`src/rtl/mem_stage_pkg.sv`:
```
// Shared types for the MEM stage: load-type encodings, load FSM states and
// the MEM->ID forwarding bus layout.
package mem_stage_pkg;

  typedef enum logic [2:0] {
    LT_LB  = 3'b000,
    LT_LH  = 3'b001,
    LT_LW  = 3'b010,
    LT_LBU = 3'b100,
    LT_LHU = 3'b101
  } load_type_e;

  typedef enum logic [1:0] {
    ST_IDLE = 2'd0,
    ST_WAIT = 2'd1,
    ST_HOLD = 2'd2
  } ld_state_e;

  localparam int MEM_TO_ID_WD = 38;

  typedef struct packed {
    logic        rf_we;
    logic [4:0]  rf_waddr;
    logic [31:0] rf_wdata;
  } mem_to_id_t;

endpackage

```
`src/rtl/mem_stage_if.sv`:
```
// Pipeline-side bundle of the MEM stage: controller holds, EX inputs,
// data-SRAM load return, forwarding bus and MEM->WB outputs.
interface mem_stage_if
  import mem_stage_pkg::*;
#(
  parameter int DW = 32
);
  logic                    stall_ex_i;
  logic                    stall_mem_i;
  logic                    stall_wb_i;
  logic                    flush_i;
  logic                    ex_valid_i;
  logic [DW-1:0]           ex_pc_i;
  logic                    ex_rf_we_i;
  logic [4:0]              ex_rf_waddr_i;
  logic [DW-1:0]           ex_result_i;
  logic                    ex_load_i;
  logic [2:0]              ex_load_type_i;
  logic                    data_sram_rvalid_i;
  logic [31:0]             data_sram_rdata_i;
  logic                    stallreq_mem_o;
  logic                    mem_load_pending_o;
  logic [MEM_TO_ID_WD-1:0] mem_to_id_bus_o;
  logic                    wb_valid_o;
  logic [DW-1:0]           wb_pc_o;
  logic                    wb_rf_we_o;
  logic [4:0]              wb_rf_waddr_o;
  logic [DW-1:0]           wb_rf_wdata_o;

  modport master (
    output stall_ex_i, stall_mem_i, stall_wb_i, flush_i,
    output ex_valid_i, ex_pc_i, ex_rf_we_i, ex_rf_waddr_i, ex_result_i,
    output ex_load_i, ex_load_type_i, data_sram_rvalid_i, data_sram_rdata_i,
    input  stallreq_mem_o, mem_load_pending_o, mem_to_id_bus_o,
    input  wb_valid_o, wb_pc_o, wb_rf_we_o, wb_rf_waddr_o, wb_rf_wdata_o
  );

  modport slave (
    input  stall_ex_i, stall_mem_i, stall_wb_i, flush_i,
    input  ex_valid_i, ex_pc_i, ex_rf_we_i, ex_rf_waddr_i, ex_result_i,
    input  ex_load_i, ex_load_type_i, data_sram_rvalid_i, data_sram_rdata_i,
    output stallreq_mem_o, mem_load_pending_o, mem_to_id_bus_o,
    output wb_valid_o, wb_pc_o, wb_rf_we_o, wb_rf_waddr_o, wb_rf_wdata_o
  );
endinterface

```
`src/rtl/mem_stage_load_align.sv`:
```
// Load data alignment: picks the addressed byte/half from the SRAM word and
// sign- or zero-extends it; addr[0] is ignored for halfword loads.
module load_align
  import mem_stage_pkg::*;
(
  input  load_type_e  i_type,
  input  logic [1:0]  i_addr,
  input  logic [31:0] i_rdata,
  output logic [31:0] o_wdata
);
  logic [7:0]  w_byte;
  logic [15:0] w_half;

  always_comb begin
    unique case (i_addr)
      2'd0:    w_byte = i_rdata[7:0];
      2'd1:    w_byte = i_rdata[15:8];
      2'd2:    w_byte = i_rdata[23:16];
      default: w_byte = i_rdata[31:24];
    endcase
    w_half = i_addr[1] ? i_rdata[31:16] : i_rdata[15:0];
  end

  always_comb begin
    unique case (i_type)
      LT_LB:   o_wdata = {{24{w_byte[7]}}, w_byte};
      LT_LBU:  o_wdata = {24'd0, w_byte};
      LT_LH:   o_wdata = {{16{w_half[15]}}, w_half};
      LT_LHU:  o_wdata = {16'd0, w_half};
      default: o_wdata = i_rdata;
    endcase
  end
endmodule

```
`src/rtl/mem_stage.sv`:
```
// MEM stage of the 5-stage CPU: EX->MEM register, load-return tracking FSM
// with stall request, forwarding bus to ID and the MEM->WB register.
module mem_stage
  import mem_stage_pkg::*;
#(
  parameter int DW = 32
) (
  input logic       clk,
  input logic       resetn,
  mem_stage_if.slave bus
);
  logic          r_vld_p0;
  logic [DW-1:0] r_pc_p0;
  logic          r_rf_we_p0;
  logic [4:0]    r_waddr_p0;
  logic [DW-1:0] r_result_p0;
  logic          r_load_p0;
  load_type_e    r_ltype_p0;

  ld_state_e     r_state;
  ld_state_e     w_state_nxt;
  logic          r_drop;
  logic [DW-1:0] r_hold_data;

  logic          r_vld_p1;
  logic [DW-1:0] r_pc_p1;
  logic          r_rf_we_p1;
  logic [4:0]    r_waddr_p1;
  logic [DW-1:0] r_wdata_p1;

  logic          w_mem_bubble;
  logic          w_mem_upd;
  logic          w_rv_use;
  logic          w_stallreq;
  logic          w_pending;
  logic [31:0]   w_aligned;
  logic [DW-1:0] w_mem_wdata;
  mem_to_id_t    w_mem_bus;

  assign w_mem_bubble = bus.flush_i | (bus.stall_ex_i & ~bus.stall_mem_i);
  assign w_mem_upd    = w_mem_bubble | ~bus.stall_mem_i;
  // A return while drop is set belongs to a killed load and is never used.
  assign w_rv_use     = (r_state == ST_WAIT) & bus.data_sram_rvalid_i & ~r_drop;

  // ---- EX -> MEM boundary ----
  always_ff @(posedge clk or negedge resetn) begin
    if (!resetn) begin
      r_vld_p0    <= 1'b0;
      r_pc_p0     <= '0;
      r_rf_we_p0  <= 1'b0;
      r_waddr_p0  <= '0;
      r_result_p0 <= '0;
      r_load_p0   <= 1'b0;
      r_ltype_p0  <= LT_LB;
    end else if (w_mem_bubble) begin
      r_vld_p0    <= 1'b0;
      r_pc_p0     <= '0;
      r_rf_we_p0  <= 1'b0;
      r_waddr_p0  <= '0;
      r_result_p0 <= '0;
      r_load_p0   <= 1'b0;
      r_ltype_p0  <= LT_LB;
    end else if (!bus.stall_mem_i) begin
      r_vld_p0    <= bus.ex_valid_i;
      r_pc_p0     <= bus.ex_pc_i;
      r_rf_we_p0  <= bus.ex_rf_we_i;
      r_waddr_p0  <= bus.ex_rf_waddr_i;
      r_result_p0 <= bus.ex_result_i;
      r_load_p0   <= bus.ex_load_i;
      r_ltype_p0  <= load_type_e'(bus.ex_load_type_i);
    end
  end

  always_ff @(posedge clk or negedge resetn) begin
    if (!resetn) r_state <= ST_IDLE;
    else         r_state <= w_state_nxt;
  end

  always_comb begin
    w_state_nxt = r_state;
    if (w_mem_upd) begin
      w_state_nxt = (!w_mem_bubble && bus.ex_valid_i && bus.ex_load_i) ? ST_WAIT : ST_IDLE;
    end else begin
      unique case (r_state)
        ST_WAIT: if (w_rv_use) w_state_nxt = ST_HOLD;
        default: w_state_nxt = r_state;
      endcase
    end
  end

  always_comb begin
    w_stallreq  = 1'b0;
    w_pending   = 1'b0;
    w_mem_wdata = r_result_p0;
    unique case (r_state)
      ST_WAIT: begin
        w_stallreq = ~w_rv_use;
        w_pending  = r_vld_p0 & r_load_p0 & ~w_rv_use;
        if (w_rv_use) w_mem_wdata = w_aligned;
      end
      ST_HOLD: w_mem_wdata = r_hold_data;
      default: w_mem_wdata = r_result_p0;
    endcase
  end

  // A flush in WAIT leaves one return in flight that must be swallowed,
  // unless that return is arriving in the same cycle.
  always_ff @(posedge clk or negedge resetn) begin
    if (!resetn) begin
      r_drop      <= 1'b0;
      r_hold_data <= '0;
    end else begin
      r_drop <= (r_drop & ~bus.data_sram_rvalid_i)
              | (bus.flush_i & (r_state == ST_WAIT) & ~w_rv_use);
      if (w_rv_use) r_hold_data <= w_aligned;
    end
  end

  load_align u_load_align (
    .i_type  (r_ltype_p0),
    .i_addr  (r_result_p0[1:0]),
    .i_rdata (bus.data_sram_rdata_i),
    .o_wdata (w_aligned)
  );

  assign w_mem_bus.rf_we    = r_vld_p0 & r_rf_we_p0 & ~w_pending;
  assign w_mem_bus.rf_waddr = r_waddr_p0;
  assign w_mem_bus.rf_wdata = w_mem_wdata;

  assign bus.stallreq_mem_o     = w_stallreq;
  assign bus.mem_load_pending_o = w_pending;
  assign bus.mem_to_id_bus_o    = w_mem_bus;

  // ---- MEM -> WB boundary ----
  always_ff @(posedge clk or negedge resetn) begin
    if (!resetn) begin
      r_vld_p1   <= 1'b0;
      r_pc_p1    <= '0;
      r_rf_we_p1 <= 1'b0;
      r_waddr_p1 <= '0;
      r_wdata_p1 <= '0;
    end else if (bus.stall_mem_i && !bus.stall_wb_i) begin
      r_vld_p1   <= 1'b0;
      r_pc_p1    <= '0;
      r_rf_we_p1 <= 1'b0;
      r_waddr_p1 <= '0;
      r_wdata_p1 <= '0;
    end else if (!bus.stall_wb_i) begin
      r_vld_p1   <= r_vld_p0;
      r_pc_p1    <= r_pc_p0;
      r_rf_we_p1 <= r_rf_we_p0;
      r_waddr_p1 <= r_waddr_p0;
      r_wdata_p1 <= w_mem_wdata;
    end
  end

  assign bus.wb_valid_o    = r_vld_p1;
  assign bus.wb_pc_o       = r_pc_p1;
  assign bus.wb_rf_we_o    = r_rf_we_p1;
  assign bus.wb_rf_waddr_o = r_waddr_p1;
  assign bus.wb_rf_wdata_o = r_wdata_p1;
endmodule

```
`src/flat_wrapper.sv`:
```
// flat-port wrapper written by rule: the top's interface ports become plain ports
module mem_stage_flat import mem_stage_pkg::*;
#(
  parameter int DW = 32
)
  (clk, resetn, bus_stall_ex_i, bus_stall_mem_i, bus_stall_wb_i, bus_flush_i, bus_ex_valid_i, bus_ex_pc_i, bus_ex_rf_we_i, bus_ex_rf_waddr_i, bus_ex_result_i, bus_ex_load_i, bus_ex_load_type_i, bus_data_sram_rvalid_i, bus_data_sram_rdata_i, bus_stallreq_mem_o, bus_mem_load_pending_o, bus_mem_to_id_bus_o, bus_wb_valid_o, bus_wb_pc_o, bus_wb_rf_we_o, bus_wb_rf_waddr_o, bus_wb_rf_wdata_o);
  mem_stage_if #(.DW(DW)) bus_i ();
  input logic clk;
  input logic resetn;
  input wire logic [$bits(bus_i.stall_ex_i)-1:0] bus_stall_ex_i;
  input wire logic [$bits(bus_i.stall_mem_i)-1:0] bus_stall_mem_i;
  input wire logic [$bits(bus_i.stall_wb_i)-1:0] bus_stall_wb_i;
  input wire logic [$bits(bus_i.flush_i)-1:0] bus_flush_i;
  input wire logic [$bits(bus_i.ex_valid_i)-1:0] bus_ex_valid_i;
  input wire logic [$bits(bus_i.ex_pc_i)-1:0] bus_ex_pc_i;
  input wire logic [$bits(bus_i.ex_rf_we_i)-1:0] bus_ex_rf_we_i;
  input wire logic [$bits(bus_i.ex_rf_waddr_i)-1:0] bus_ex_rf_waddr_i;
  input wire logic [$bits(bus_i.ex_result_i)-1:0] bus_ex_result_i;
  input wire logic [$bits(bus_i.ex_load_i)-1:0] bus_ex_load_i;
  input wire logic [$bits(bus_i.ex_load_type_i)-1:0] bus_ex_load_type_i;
  input wire logic [$bits(bus_i.data_sram_rvalid_i)-1:0] bus_data_sram_rvalid_i;
  input wire logic [$bits(bus_i.data_sram_rdata_i)-1:0] bus_data_sram_rdata_i;
  output wire logic [$bits(bus_i.stallreq_mem_o)-1:0] bus_stallreq_mem_o;
  output wire logic [$bits(bus_i.mem_load_pending_o)-1:0] bus_mem_load_pending_o;
  output wire logic [$bits(bus_i.mem_to_id_bus_o)-1:0] bus_mem_to_id_bus_o;
  output wire logic [$bits(bus_i.wb_valid_o)-1:0] bus_wb_valid_o;
  output wire logic [$bits(bus_i.wb_pc_o)-1:0] bus_wb_pc_o;
  output wire logic [$bits(bus_i.wb_rf_we_o)-1:0] bus_wb_rf_we_o;
  output wire logic [$bits(bus_i.wb_rf_waddr_o)-1:0] bus_wb_rf_waddr_o;
  output wire logic [$bits(bus_i.wb_rf_wdata_o)-1:0] bus_wb_rf_wdata_o;
  assign bus_i.stall_ex_i = bus_stall_ex_i;
  assign bus_i.stall_mem_i = bus_stall_mem_i;
  assign bus_i.stall_wb_i = bus_stall_wb_i;
  assign bus_i.flush_i = bus_flush_i;
  assign bus_i.ex_valid_i = bus_ex_valid_i;
  assign bus_i.ex_pc_i = bus_ex_pc_i;
  assign bus_i.ex_rf_we_i = bus_ex_rf_we_i;
  assign bus_i.ex_rf_waddr_i = bus_ex_rf_waddr_i;
  assign bus_i.ex_result_i = bus_ex_result_i;
  assign bus_i.ex_load_i = bus_ex_load_i;
  assign bus_i.ex_load_type_i = bus_ex_load_type_i;
  assign bus_i.data_sram_rvalid_i = bus_data_sram_rvalid_i;
  assign bus_i.data_sram_rdata_i = bus_data_sram_rdata_i;
  assign bus_stallreq_mem_o = bus_i.stallreq_mem_o;
  assign bus_mem_load_pending_o = bus_i.mem_load_pending_o;
  assign bus_mem_to_id_bus_o = bus_i.mem_to_id_bus_o;
  assign bus_wb_valid_o = bus_i.wb_valid_o;
  assign bus_wb_pc_o = bus_i.wb_pc_o;
  assign bus_wb_rf_we_o = bus_i.wb_rf_we_o;
  assign bus_wb_rf_waddr_o = bus_i.wb_rf_waddr_o;
  assign bus_wb_rf_wdata_o = bus_i.wb_rf_wdata_o;
  mem_stage #(.DW(DW)) u_core (.clk(clk), .resetn(resetn), .bus(bus_i));
endmodule
```
`config.mk`:
```
export PLATFORM = sky130hd
export DESIGN_NAME = mem_stage_flat
export DESIGN_NICKNAME = d
export VERILOG_FILES = /design/src/rtl/mem_stage_pkg.sv /design/src/rtl/mem_stage_if.sv /design/src/rtl/mem_stage_load_align.sv /design/src/rtl/mem_stage.sv /design/src/flat_wrapper.sv
export SDC_FILE = /design/constraint.sdc
export NUM_CORES = 1
export LEC_CHECK = 0
export BUFFER_PORTS_ARGS = -buffer_cell sky130_fd_sc_hd__buf_2
export CORE_MARGIN = 2
export CORE_UTILIZATION = 45
export DETAILED_ROUTE_END_ITERATION = 7
export GPL_TIMING_DRIVEN = 0
export HOLD_SLACK_MARGIN = 0.08
export PLACE_DENSITY = 0.71
export SLEW_MARGIN = 20
export SYNTH_ARGS = -nofsm -noshare
export SYNTH_HDL_FRONTEND = slang
export SYNTH_SLANG_ARGS = --single-unit
```
`constraint.sdc`:
```
create_clock -name clk -period 2.71 [get_ports clk]
set_input_delay 0.1355 -clock clk [delete_from_list [all_inputs] [get_ports clk]]
set_output_delay 0.1355 -clock clk [all_outputs]
set_load 0.02 [all_outputs]
```
Word level (Yosys, flattened, before mapping):

Index checks and enable logic that the tools add are counted.

* equal/unequal tests: 9
* multiplexer cells: 35
* bitwise gates (word level): 18
* reductions and logical operators: 10

Operators with widths (count)
* $mux 32: 9
* $pmux 32 s4: 1
* $pmux 32 s2: 1
* $pmux 8 s3: 1
* $mux 5: 4
* $mux 16: 1
* $mux 1: 13
* $and 1x1->1: 10
* $eq 3x3->1 const B: 2
* $mux 2: 3
* $mux 3: 2
* $not 1->1: 5
* $eq 2x1->1 const B: 2
* $eq 2x2->1 const B: 2
* $ne 2x1->1 const B: 2
* $reduce_bool 2->1: 2
* $eq 3x1->1 const B: 1
* $logic_and 1x1->1: 3
* $logic_not 3->1: 1
* $or 1x1->1: 3
* $logic_not 1->1: 2
* $logic_not 2->1: 1
* $reduce_and 2->1: 1

* flip-flop bits (word level): 181
* bits of input ports: 114
* output and inout bits: 111
* word-level logic and storage cells: 87

Longest topological paths before layout:

Gate-level depths: netlist of run 1.

* depth after elaboration: 8
* mapped depth: 9
* mapped depth without buffers: 6

By module:

A second synthesis of run 1 with hierarchy kept.

* cells, all modules: 769
* area total of the unflattened synthesis: 8480.6 um^2

By module, submodules not included
* mem_stage: times used 1, cells an instance 636, area an instance 7511.0 um^2
* load_align: times used 1, cells an instance 133, area an instance 969.7 um^2

Worst setup path after synthesis of run 1:

No wires, ideal clock.

* path type: reg-to-output
* start point: register u_core.r_state[0]
* end point: output port bus_mem_to_id_bus_o[19]
* arrival time: 1.928 ns
* data required time: 2.575 ns
* slack: 0.646 ns
* stages on the path, launching flop included: 10
* buffers on the path: 3
* path through: dfrtp_1 > inv_1 > ha_1 > clkinv_1 > o21ai_4 > buf_6 > buf_6 > buf_2 > nand2_1 > o211ai_1

* word-level cells in the longest chain between the ends: 5
* elaborated cells on any way between the ends: 6

RTL lines
* from (decl): line mem_stage.sv:20 `ld_state_e r_state;`
* from (signal assigned): line mem_stage.sv:76 `else r_state <= w_state_nxt;`
* $eq 2x1->1: line mem_stage.sv:43, mem_stage.sv:95
* $and 1x1->1 (2 in a row): line mem_stage.sv:43 `assign w_rv_use = (r_state == ST_WAIT) & bus.data_sram_rvalid_i & ~r_drop;`
* $mux 32: line mem_stage.sv:99 `if (w_rv_use) w_mem_wdata = w_aligned;`
* $pmux 32 s2 (*): line mem_stage.sv:95 `unique case (r_state)`
* to (decl): line flat_wrapper.sv:25 `output wire logic [$bits(bus_i.mem_to_id_bus_o)-1:0] bus_mem_to_id_bus_o;`

Mark *: on every way between the ends. The rest lies on a longest branch, timed or not.

Worst setup path after layout of run 1:

* start point: register u_core.r_state[0]
* end point: output port bus_mem_to_id_bus_o[31]

The elaborated chain is that of the path after synthesis.

==> metrics, run 1 <==
outcome finished, violations left; failing checks DRC; number of failing setup endpoints in the final timing report 0; final critical-path setup slack ~0.07 ns; max-cap violation count 0; starting utilization of the core area between 40% and 50%; arrival time worst endpoint between 2 and 3 ns; Max Fanout on Critical Path 10; Worst Hold Class input port to flop; data required time at the worst endpoint approximately 2.6 ns; die width 140.2 um; leakage power of the design about 5.6 nW; htree depth 4; HPWL reported at the end of detailed placement 19480 um; final period demand of the worst path roughly 2.6 ns; slew at the pin with the worst max-slew slack between 0.7 and 0.8 ns; area after detailed placement 0.009793 mm2; pins over their slew limit 0; Clock power frac between 30% and 40%; Design Area, Final roughly 0.012 mm2; CTS root buffer sky130_fd_sc_hd__clkbuf_16; sw power around 2.0 mW; worst supply voltage drop on vdd slightly above 0.0004 V; DRC errors left 2; most frequent cells in the layout sky130_fd_sc_hd__buf_2, sky130_fd_sc_hd__dfrtp_1, sky130_fd_sc_hd__a22o_1; Warnings, synthesis 0; CTS tree done; I/O Pins around 230; Inserted Clock Buffers 17; Seq pwr share between 40% and 50%; P_int around 4.6 mW; clock sink total approximately 180; most common cell after layout, fill and taps aside sky130_fd_sc_hd__buf_2; number of instances in the synthesized netlist about 760; Worst slew margin about half; area overhead of the layout relative to synthesis 38.11%; clock latency at the later pin of the worst-skew pair between 0.4 and 0.5 ns; GRT Util Overall 29.45%; Die ar. between 0.015 and 0.02 mm2; share of power burned in combinational logic roughly 15%; final weighted congestion of routability-driven global placement about 0.94; number of antenna violations at the first check in global routing 0; Primary FF master, synth sky130_fd_sc_hd__dfrtp_1; maximum number of pins on one net before global-route repair slightly below 100; first-pass iteration count of the detailed router 8; total count of hold-check failures in the final report 0; mean instance size in the synthesized netlist around 11 um2; DRT iter0 DRCs 793; Core Region 0.01809 mm2; highest attainable clock frequency roughly 0.38 GHz; sequential-to-total area share from yosys stat between 50% and 60%; Longest Clk Path Bufs 2; Synth Cell Area approximately 0.0084 mm2; average routed wire per standard cell about 21 um; # diodes 0; final worst path period share 97.46%; ANT nets after route 0; pre-CTS worst setup slack just under 0.05 ns; total detailed-routing wirelength about 29000 um; clock input transition at the sequential cells of the worst setup and hold paths approximately 0.07 ns; count of vias placed by the detailed router between 7000 and 8000; Yosys cell types 43; flop-to-flop setup slack roughly 0.32 ns; net count of the finished layout ~1200; Sw Ratio a little under 30%; overall power of the completed layout roughly 6.6 mW; overflow left after global routing 0; CP Launch Type flop; number of flops mapped to enable cells by yosys 0; Synth Register Bits about 180; buffers added on ports ~220; Die Y approximately 140 um; Critical Setup Path Class flop to output port; DR vias/cell 5.926; worst clock skew around 0.0089 ns; category of the worst setup path capture point output port; proportion of synthesized flip-flops having asynchronous set or reset 100.0%; power density relative to cell area between 500 and 600 mW/mm2; via count of the first global-routing pass just under 8000; global-route wire length before repair 44670 um; synthesized net count between 800 and 900; num rows a little under 50; fraction of final layout cells sized beyond drive strength 1 roughly 27%
[routing by layer]
metal | track usage (%) | vias up | routed length (um)
li1 | - | 3566 | -
met5 | 0 | - | 0
met2 | 47.08 | 477 | 13550
met1 | 39.46 | 3868 | 11820
met3 | 6.598 | 65 | 2535
met4 | 11.27 | 0 | 819
[what timing repair did]
action | 4_1_cts | 5_1_grt
pin swaps | 0 | 0
setup buffers | 1 | 0
gates resized for setup | 13 | 17
endpoints found under the hold margin | 203 | 0
hold buffers | 104 | 0
endpoints found under the setup margin | 30 | 17
cloned | 0 | 0
[cell type report]
class	instances	area (um2)
flip-flops and latches	181	4529
clock inverters	14	176.4
clock buffers	18	439.2
fillers	1453	6550
well taps	229	286.5
repair buffers	329	2215
inverters	14	57.56
plain buffers	71	329.1
multi-input cells	490	3503
[flip-flops by register name, indices dropped and copies added (netlist names), 2 cells and up]
register	count
u_core.bus.wb_pc_o	32
u_core.bus.wb_rf_waddr_o	5
u_core.bus.wb_rf_wdata_o	32
u_core.r_hold_data	32
u_core.r_ltype_p0	3
u_core.r_pc_p0	32
u_core.r_result_p0	32
u_core.r_state	2
u_core.r_waddr_p0	5
[path summary, 6_finish.rpt]
path / from / end / cells after the start
worst max-delay path: u_core.r_state[0] / bus_mem_to_id_bus_o[31] / 10
worst min-delay path: bus_data_sram_rdata_i[16] / u_core.r_hold_data[16] / 3
worst max register to register: u_core.r_state[0] / u_core.bus.wb_rf_wdata_o[23] / 7
worst min register to register: u_core.bus.wb_rf_wdata_o[8] / u_core.bus.wb_rf_wdata_o[8] / 2
max in group asynchronous: resetn / u_core.r_ltype_p0[1] / 3
min in group asynchronous: resetn / u_core.bus.wb_rf_wdata_o[6] / 2
[critical path, cell delays in order, from the launching register on]
cell and delay, ns:
sky130_fd_sc_hd__dfrtp_1 0.38, sky130_fd_sc_hd__inv_1 0.06, sky130_fd_sc_hd__ha_2 0.38, sky130_fd_sc_hd__clkinv_4 0.13, sky130_fd_sc_hd__o21ai_4 0.13, sky130_fd_sc_hd__buf_8 0.19
sky130_fd_sc_hd__buf_6 0.19, sky130_fd_sc_hd__buf_4 0.20, sky130_fd_sc_hd__nand2_1 0.07, sky130_fd_sc_hd__o211ai_1 0.14, sky130_fd_sc_hd__buf_4 0.20
[cells in the mapped netlist (all sizes together), types with 2 or more instances]
master | n | area (um2)
and2 | 3 | 18.77
o22ai | 7 | 43.79
a222oi | 12 | 120.1
ha | 2 | 25.02
and3 | 2 | 12.51
nand2b | 2 | 12.51
nor2b | 33 | 206.5
o21ai | 29 | 156.4
o31ai | 18 | 135.1
a22o | 114 | 998.5
dfrtp | 181 | 4529
o211ai | 24 | 180.2
nor3 | 5 | 25.02
nand4 | 2 | 12.51
a2111oi | 7 | 192.7
nand3 | 33 | 165.2
o221ai | 8 | 70.07
buf | 28 | 146.4
a21oi | 3 | 15.01
a31oi | 12 | 75.07
inv | 13 | 48.80
nand2 | 73 | 274.0
nor2 | 32 | 122.6
clkbuf | 45 | 168.9
mux2i | 18 | 180.2
a22oi | 40 | 300.3
[power by group through the flow]
stage	clock network (mW)	registers [mW]	logic, mW
final	2.55	3.06	0.963
after global routing	2.68	3.08	1.05
after CTS	2.57	3.05	0.946
after detailed placement	0	3.10	0.829
after global placement	0	3.09	0.804
after floorplan	0	3.10	0.444
[per-stage QoR]
step	TNS, ns	util, %	hold slack [ns]	instances
2_1_floorplan	0	-	-0.1601	758
3_3_place_gp	-262.08	53.94	0.3575	1210
3_5_place_dp	0	54.15	0.1894	1211
4_1_cts	0	63.49	0.08694	1347
5_1_grt	-0.03811	63.78	0.1098	1346
6_report	0	63.78	0.09971	1346
[cells by family after synthesis]
kind of cell    share of synthesized area (%)
compound gates                          27.86
simple gates                            10.78
flops                                   54.22
buf+inv                                 4.404
mux                                     2.427
fa+ha+maj                              0.2995
Power figures use the tool's default switching activity.
==> run 2: changes to the inputs <==
- CELL_PAD_IN_SITES_DETAIL_PLACEMENT: not set -> 0
- CELL_PAD_IN_SITES_GLOBAL_PLACEMENT: not set -> 2
- CORE_UTILIZATION: 45 -> 33
- PLACE_DENSITY: 0.71 -> 0.81
==> metrics, run 2 (synthesis gave the netlist of run 1 again) <==
Critical Setup Path Class flop to output port (unchanged); worst supply voltage drop on vdd 0.0004488 V (was 0.0004047 V); RSZ-0062 raised after global routing true; slew at the pin with the worst max-slew slack 0.8275 ns (was 0.7327 ns); Die ar. 0.02660 mm2 (was 0.01967 mm2); total detailed-routing wirelength 30990 um (was 28730 um); Sw Ratio 29.47% (was 29.84%); flop-to-flop setup slack 0.38 ns (was 0.32 ns); critical-path cell with the highest stage delay sky130_fd_sc_hd__o31ai_1 (was sky130_fd_sc_hd__dfrtp_1); highest attainable clock frequency 0.3800 GHz (was 0.3786 GHz); Worst path max stage delay 0.41 ns (was 0.38 ns); sw power 1.903 mW (was 1.960 mW); GRT Util Overall 23.34% (was 29.45%); overflow left after global routing 0 (unchanged); global routing usage on met1 31.96% (was 39.46%); total count of hold-check failures in the final report 0 (unchanged); most frequent cells in the layout sky130_fd_sc_hd__buf_2, sky130_fd_sc_hd__dfrtp_1, sky130_fd_sc_hd__a22o_1 (unchanged); Worst slew margin 44.83% (was 51.15%); Seq pwr share 47.3% (was 46.6%); most used routing layer in global routing met2 (unchanged); data required time at the worst endpoint 2.57 ns (about the same); buffers added on ports 223 (unchanged); logic depth of the worst register-to-register path 7 (unchanged); share of power burned in combinational logic 15.0% (was 14.7%); final period demand of the worst path 2.632 ns (was 2.641 ns); average routed wire per standard cell 21.46 um (was 21.35 um); Clock power frac 37.7% (was 38.8%); most common cell after layout, fill and taps aside sky130_fd_sc_hd__buf_2 (unchanged); global routing met2 resource utilization 37.75% (was 47.08%); CTS root buffer sky130_fd_sc_hd__clkbuf_16 (unchanged); clock sink total 181 (unchanged); Design Area, Final 0.01160 mm2 (was 0.01154 mm2); Max Fanout on Critical Path 10 (unchanged); Inserted Clock Buffers 17 (unchanged); outcome finished clean (was finished, violations left); starting utilization of the core area 33.36% (was 46.18%); clock input transition at the sequential cells of the worst setup and hold paths 0.07 ns (about the same); htree depth 4 (unchanged); clock latency at the later pin of the worst-skew pair 0.44 ns (about the same); maximum number of pins on one net before global-route repair 77 (was 98); power density relative to cell area 556.7 mW/mm2 (was 569.5 mW/mm2); Global Route met3 Usage 5.053% (was 6.598%); I/O Pins 225 (unchanged); CP Launch Type flop (unchanged); HPWL reported at the end of detailed placement 21800 um (was 19480 um); worst setup path startpoint u_core.r_state[1] (was u_core.r_state[0]); fraction of final layout cells sized beyond drive strength 1 27.49% (was 27.13%); most numerous cell on the critical path sky130_fd_sc_hd__buf_2 (was sky130_fd_sc_hd__buf_4); max-cap violation count 0 (unchanged); Finished Layout Cells 1444 (was 1346); aggregate negative setup slack 0 ns (unchanged); worst clock skew 0.01241 ns (was 0.008864 ns); cell-by-cell trace of the critical path inv_1 > ha_2 > nand3b_1 > clkbuf_1 > buf_2 > o31ai_1 > buf_2 (was inv_1 > ha_2 > clkinv_4 > o21ai_4 > buf_8 > buf_6 > buf_4 > nand2_1 > o211ai_1 > buf_4); category of the worst setup path capture point output port (unchanged); first-pass iteration count of the detailed router 6 (was 8); r2r endpoint u_core.bus.wb_rf_wdata_o[24] (was u_core.bus.wb_rf_wdata_o[23]); DR vias/cell 5.366 (was 5.926); CP endpoint bus_mem_to_id_bus_o[16] (was bus_mem_to_id_bus_o[31]); count of vias placed by the detailed router 7748 (was 7976); Die Y 163.1 um (was 140.2 um); Core Region 0.02504 mm2 (was 0.01809 mm2); Final Core Density 46.33% (was 63.78%); pins over their slew limit 0 (unchanged); number of antenna violations at the first check in global routing 2 (was 0); number of failing setup endpoints in the final timing report 0 (unchanged); arrival time worst endpoint 2.50 ns (was 2.51 ns); overall power of the completed layout 6.457 mW (was 6.570 mW); final weighted congestion of routability-driven global placement 0.8590 (was 0.9403); DRT iter0 DRCs 643 (was 793); CTS tree done (unchanged); Longest Clk Path Bufs 2 (unchanged); area after detailed placement 0.009947 mm2 (was 0.009793 mm2); via count of the first global-routing pass 7760 (was 7943); num rows 58 (was 49); ANT nets after route 0 (unchanged); global-route wire length before repair 46360 um (was 44670 um); final worst path period share 97.11% (was 97.46%); area overhead of the layout relative to synthesis 38.86% (was 38.11%); net count of the finished layout 1216 (was 1220); P_int 4.554 mW (was 4.610 mW); DRC errors left 0 (was 2); Crit Reg-Reg Startpoint u_core.r_state[0] (unchanged); Worst Hold Class input port to flop (unchanged); cell count after placement 1313 (was 1211); die width 163.1 um (was 140.2 um); leakage power of the design 5.594 nW (was 5.614 nW)
-- run 2: final cells by class --
class	count	area, um2
diodes	1	2.502
plain buffers	71	344.1
clock buffers	19	432.9
clock inverters	13	128.9
fillers	2386	13440
inverters	14	57.56
multi-input cells	490	3505
flip-flops and latches	181	4531
well taps	330	412.9
repair buffers	325	2185
-- run 2: worst min path at each step --
stage / from / endpoint / slack [ns] / cells past startpoint
floorplan: resetn / u_core.bus.wb_pc_o[0] / -0.16 / 0
global placement: bus_ex_pc_i[23] / u_core.r_pc_p0[23] / 0.36 / 2
detailed placement: resetn / u_core.r_result_p0[10] / 0.05 / 1
CTS: bus_data_sram_rdata_i[14] / u_core.r_hold_data[14] / 0.08 / 3
global route: bus_data_sram_rdata_i[10] / u_core.r_hold_data[10] / 0.11 / 3
finish: bus_data_sram_rdata_i[10] / u_core.r_hold_data[10] / 0.09 / 3
-- run 2: power groups by stage --
stage                     clock (mW)  combinational, mW  sequential [mW]
after detailed placement           0              0.854             3.10
after floorplan                    0              0.444             3.10
after global routing            2.59               1.07             3.08
final                           2.43              0.971             3.05
after CTS                       2.48              0.969             3.05
after global placement             0              0.833             3.10
-- run 2: layer usage --
layer  routed length [um]  vias to the layer above
li1                     -                     3558
met1                13890                     3849
met2                14510                      306
met3                 2024                       35
met4                  561                        0
met5                    0                        -
-- run 2: worst max-delay path: cells and delay by family (launching register included) --
kind,cells,cell delay [ns]
buffers and inverters,4,0.91
DFF,1,0.39
AOI/OAI and AO/OA,1,0.41
and+or+nand+nor,1,0.12
adders and majority gates,1,0.24
-- run 2: through the flow --
| step | hold WS, ns | setup slack, ns |
|---|---|---|
| after global placement | 0.3584 | -1.665 |
| after global routing | 0.1076 | -0.01162 |
| after CTS | 0.08114 | 0.0005509 |
| after floorplan | -0.1601 | 0.6464 |
| after detailed placement | 0.04515 | -0.09055 |
| final | 0.09381 | 0.07839 |
-- run 2: what timing repair did --
item / in CTS / in global routing
endpoints found under the setup margin: 32 / 21
hold buffers: 99 / 0
hold endpoints to repair: 295 / 0
gates resized for setup: 18 / 21
setup buffers: 1 / 0
==> run 3: changes to the inputs <==
- CORE_ASPECT_RATIO: not set -> 0.7
==> metrics, run 3 (synthesis gave the netlist of run 1 again) <==
outcome finished clean (unchanged); CP Launch Type flop (unchanged); number of failing setup endpoints in the final timing report 0 (unchanged); average routed wire per standard cell 22.07 um (was 21.46 um); hold-critical path endpoint u_core.r_hold_data[10] (unchanged); area overhead of the layout relative to synthesis 38.57% (was 38.86%); number of buffer and inverter stages on the critical path 3 (was 4); total count of hold-check failures in the final report 0 (unchanged); overall power of the completed layout 6.517 mW (was 6.457 mW); global-route wire length before repair 47090 um (was 46360 um); source of the worst hold timing path bus_data_sram_rdata_i[10] (unchanged); clock sink total 181 (unchanged); cell-by-cell trace of the critical path inv_1 > ha_1 > and4b_1 > clkbuf_2 > a22oi_1 > o211ai_1 > buf_2 (was inv_1 > ha_2 > nand3b_1 > clkbuf_1 > buf_2 > o31ai_1 > buf_2); category of the worst setup path capture point output port (unchanged); power density relative to cell area 563.0 mW/mm2 (was 556.7 mW/mm2); hold_ws 0.1108 ns (was 0.09381 ns); GRT Util Overall 23.73% (was 23.34%); slew at the pin with the worst max-slew slack 0.7185 ns (was 0.8275 ns); overflow left after global routing 0 (unchanged); worst supply voltage drop on vdd 0.0004599 V (was 0.0004488 V); clock input transition at the sequential cells of the worst setup and hold paths 0.07 ns (about the same); Worst Hold Class input port to flop (unchanged); DRC errors left 0 (unchanged); I/O Pins 225 (unchanged); Crit Reg-Reg Startpoint u_core.r_state[0] (unchanged); flop-to-flop setup slack 0.40 ns (was 0.38 ns); htree depth 4 (unchanged); Die Y 137.1 um (was 163.1 um); CTS root buffer sky130_fd_sc_hd__clkbuf_16 (unchanged); via count of the first global-routing pass 7480 (was 7760); buffers added on ports 223 (unchanged); Crit. path cell count 7 (unchanged); r2r endpoint u_core.bus.wb_rf_wdata_o[25] (was u_core.bus.wb_rf_wdata_o[24]); instance count along the most critical hold path 3 (unchanged); DR vias/cell 5.424 (was 5.366); ANT nets after route 0 (unchanged); count of vias placed by the detailed router 7799 (was 7748); final period demand of the worst path 2.640 ns (was 2.632 ns); pins over their slew limit 0 (unchanged); starting utilization of the core area 33.76% (was 33.36%); Max Fanout on Critical Path 10 (unchanged); CTS tree done (unchanged); leakage power of the design 5.590 nW (was 5.594 nW); highest attainable clock frequency 0.3788 GHz (was 0.3800 GHz); crit-path leading delay family buffers and inverters (unchanged); Worst slew margin 52.10% (was 44.83%); Worst path max stage delay 0.43 ns (was 0.41 ns); Die ar. 0.02662 mm2 (was 0.02660 mm2); total detailed-routing wirelength 31730 um (was 30990 um); Inserted Clock Buffers 17 (unchanged); cell count after placement 1307 (was 1313); aggregate negative setup slack 0 ns (unchanged); num rows 48 (was 58); # diodes 0 (was 1); HPWL reported at the end of detailed placement 22840 um (was 21800 um); worst clock skew 0.01131 ns (was 0.01241 ns); Longest Clk Path Bufs 2 (unchanged); logic depth of the worst register-to-register path 7 (unchanged); net count of the finished layout 1217 (was 1216); DRT iter0 DRCs 696 (was 643); maximum number of pins on one net before global-route repair 94 (was 77); final worst path period share 97.40% (was 97.11%); arrival time worst endpoint 2.50 ns (about the same); data required time at the worst endpoint 2.57 ns (about the same); clock latency at the later pin of the worst-skew pair 0.44 ns (about the same); max-cap violation count 0 (unchanged); first-pass iteration count of the detailed router 5 (was 6); RSZ-0062 raised after global routing true (unchanged); number of antenna violations at the first check in global routing 1 (was 2); die width 194.2 um (was 163.1 um); Critical Setup Path Class flop to output port (unchanged); final weighted congestion of routability-driven global placement 0.8850 (was 0.8590); most frequent cells in the layout sky130_fd_sc_hd__buf_2, sky130_fd_sc_hd__dfrtp_1, sky130_fd_sc_hd__a22o_1 (unchanged); fraction of final layout cells sized beyond drive strength 1 27.31% (was 27.49%); most common cell after layout, fill and taps aside sky130_fd_sc_hd__buf_2 (unchanged); Finished Layout Cells 1438 (was 1444); Core Region 0.02474 mm2 (was 0.02504 mm2); critical-path cell with the highest stage delay sky130_fd_sc_hd__and4b_1 (was sky130_fd_sc_hd__o31ai_1)
==> run 3: worst min-delay path: cells and delay by family <==
family	cells	cell delay (ns)
AO/OA/AOI/OAI	1	0.09
buffers and inverters	1	0.13
AND/OR/NAND/NOR	1	0.15
==> run 3: layout make-up <==
| cell class | count | area (um2) |
|---|---|---|
| clock buffer | 17 | 425.4 |
| inverter | 14 | 57.56 |
| multi-input combinational | 490 | 3500 |
| sequential | 181 | 4531 |
| fill | 2405 | 13170 |
| timing repair buffer | 326 | 2175 |
| tap | 325 | 406.6 |
| buffer | 71 | 339.1 |
| clock inverter | 14 | 141.4 |
==> run 3: where the power goes <==
group	internal [mW]	leakage, nW	switching, mW
sequential	2.91	2.44	0.154
clock	1.29	0.277	1.19
combinational	0.421	2.87	0.555
==> run 3: repair_timing <==
action,in CTS,in global routing
hold endpoints to repair,203,0
endpoints found under the setup margin,32,19
gates cloned,0,0
hold buffers,101,0
gates resized for setup,18,19
setup buffers,1,0
==> run 3: per-stage QoR <==
stage,utilization (%),instance area [um2],setup slack [ns]
2_1_floorplan,-,8353,0.6464
3_3_place_gp,39.91,9876,-1.628
3_5_place_dp,40.06,9913,-0.08823
4_1_cts,46.62,11530,0.01587
5_1_grt,46.78,11570,-0.01651
6_report,46.78,11570,0.07035
==> run 3: routing by layer <==
layer | GRT usage, % | vias to the layer above | wire, um
met3 | 4.978 | 18 | 2358
met5 | 0 | - | 0
met2 | 32.82 | 321 | 13180
li1 | - | 3560 | -
met1 | 37.51 | 3900 | 15870
met4 | 4.924 | 0 | 332
==> run 3: worst max-delay path by stage <==
stage	startpoint	slack (ns)	to
floorplan	u_core.r_state[0]	0.65	bus_mem_to_id_bus_o[19]
global placement	resetn	-1.63	u_core.bus.wb_pc_o[5]
detailed placement	u_core.r_state[0]	-0.09	bus_mem_to_id_bus_o[17]
CTS	u_core.r_state[0]	0.02	bus_mem_to_id_bus_o[17]
global route	u_core.r_state[0]	-0.02	bus_mem_to_id_bus_o[17]
finish	u_core.r_state[1]	0.07	bus_mem_to_id_bus_o[31]
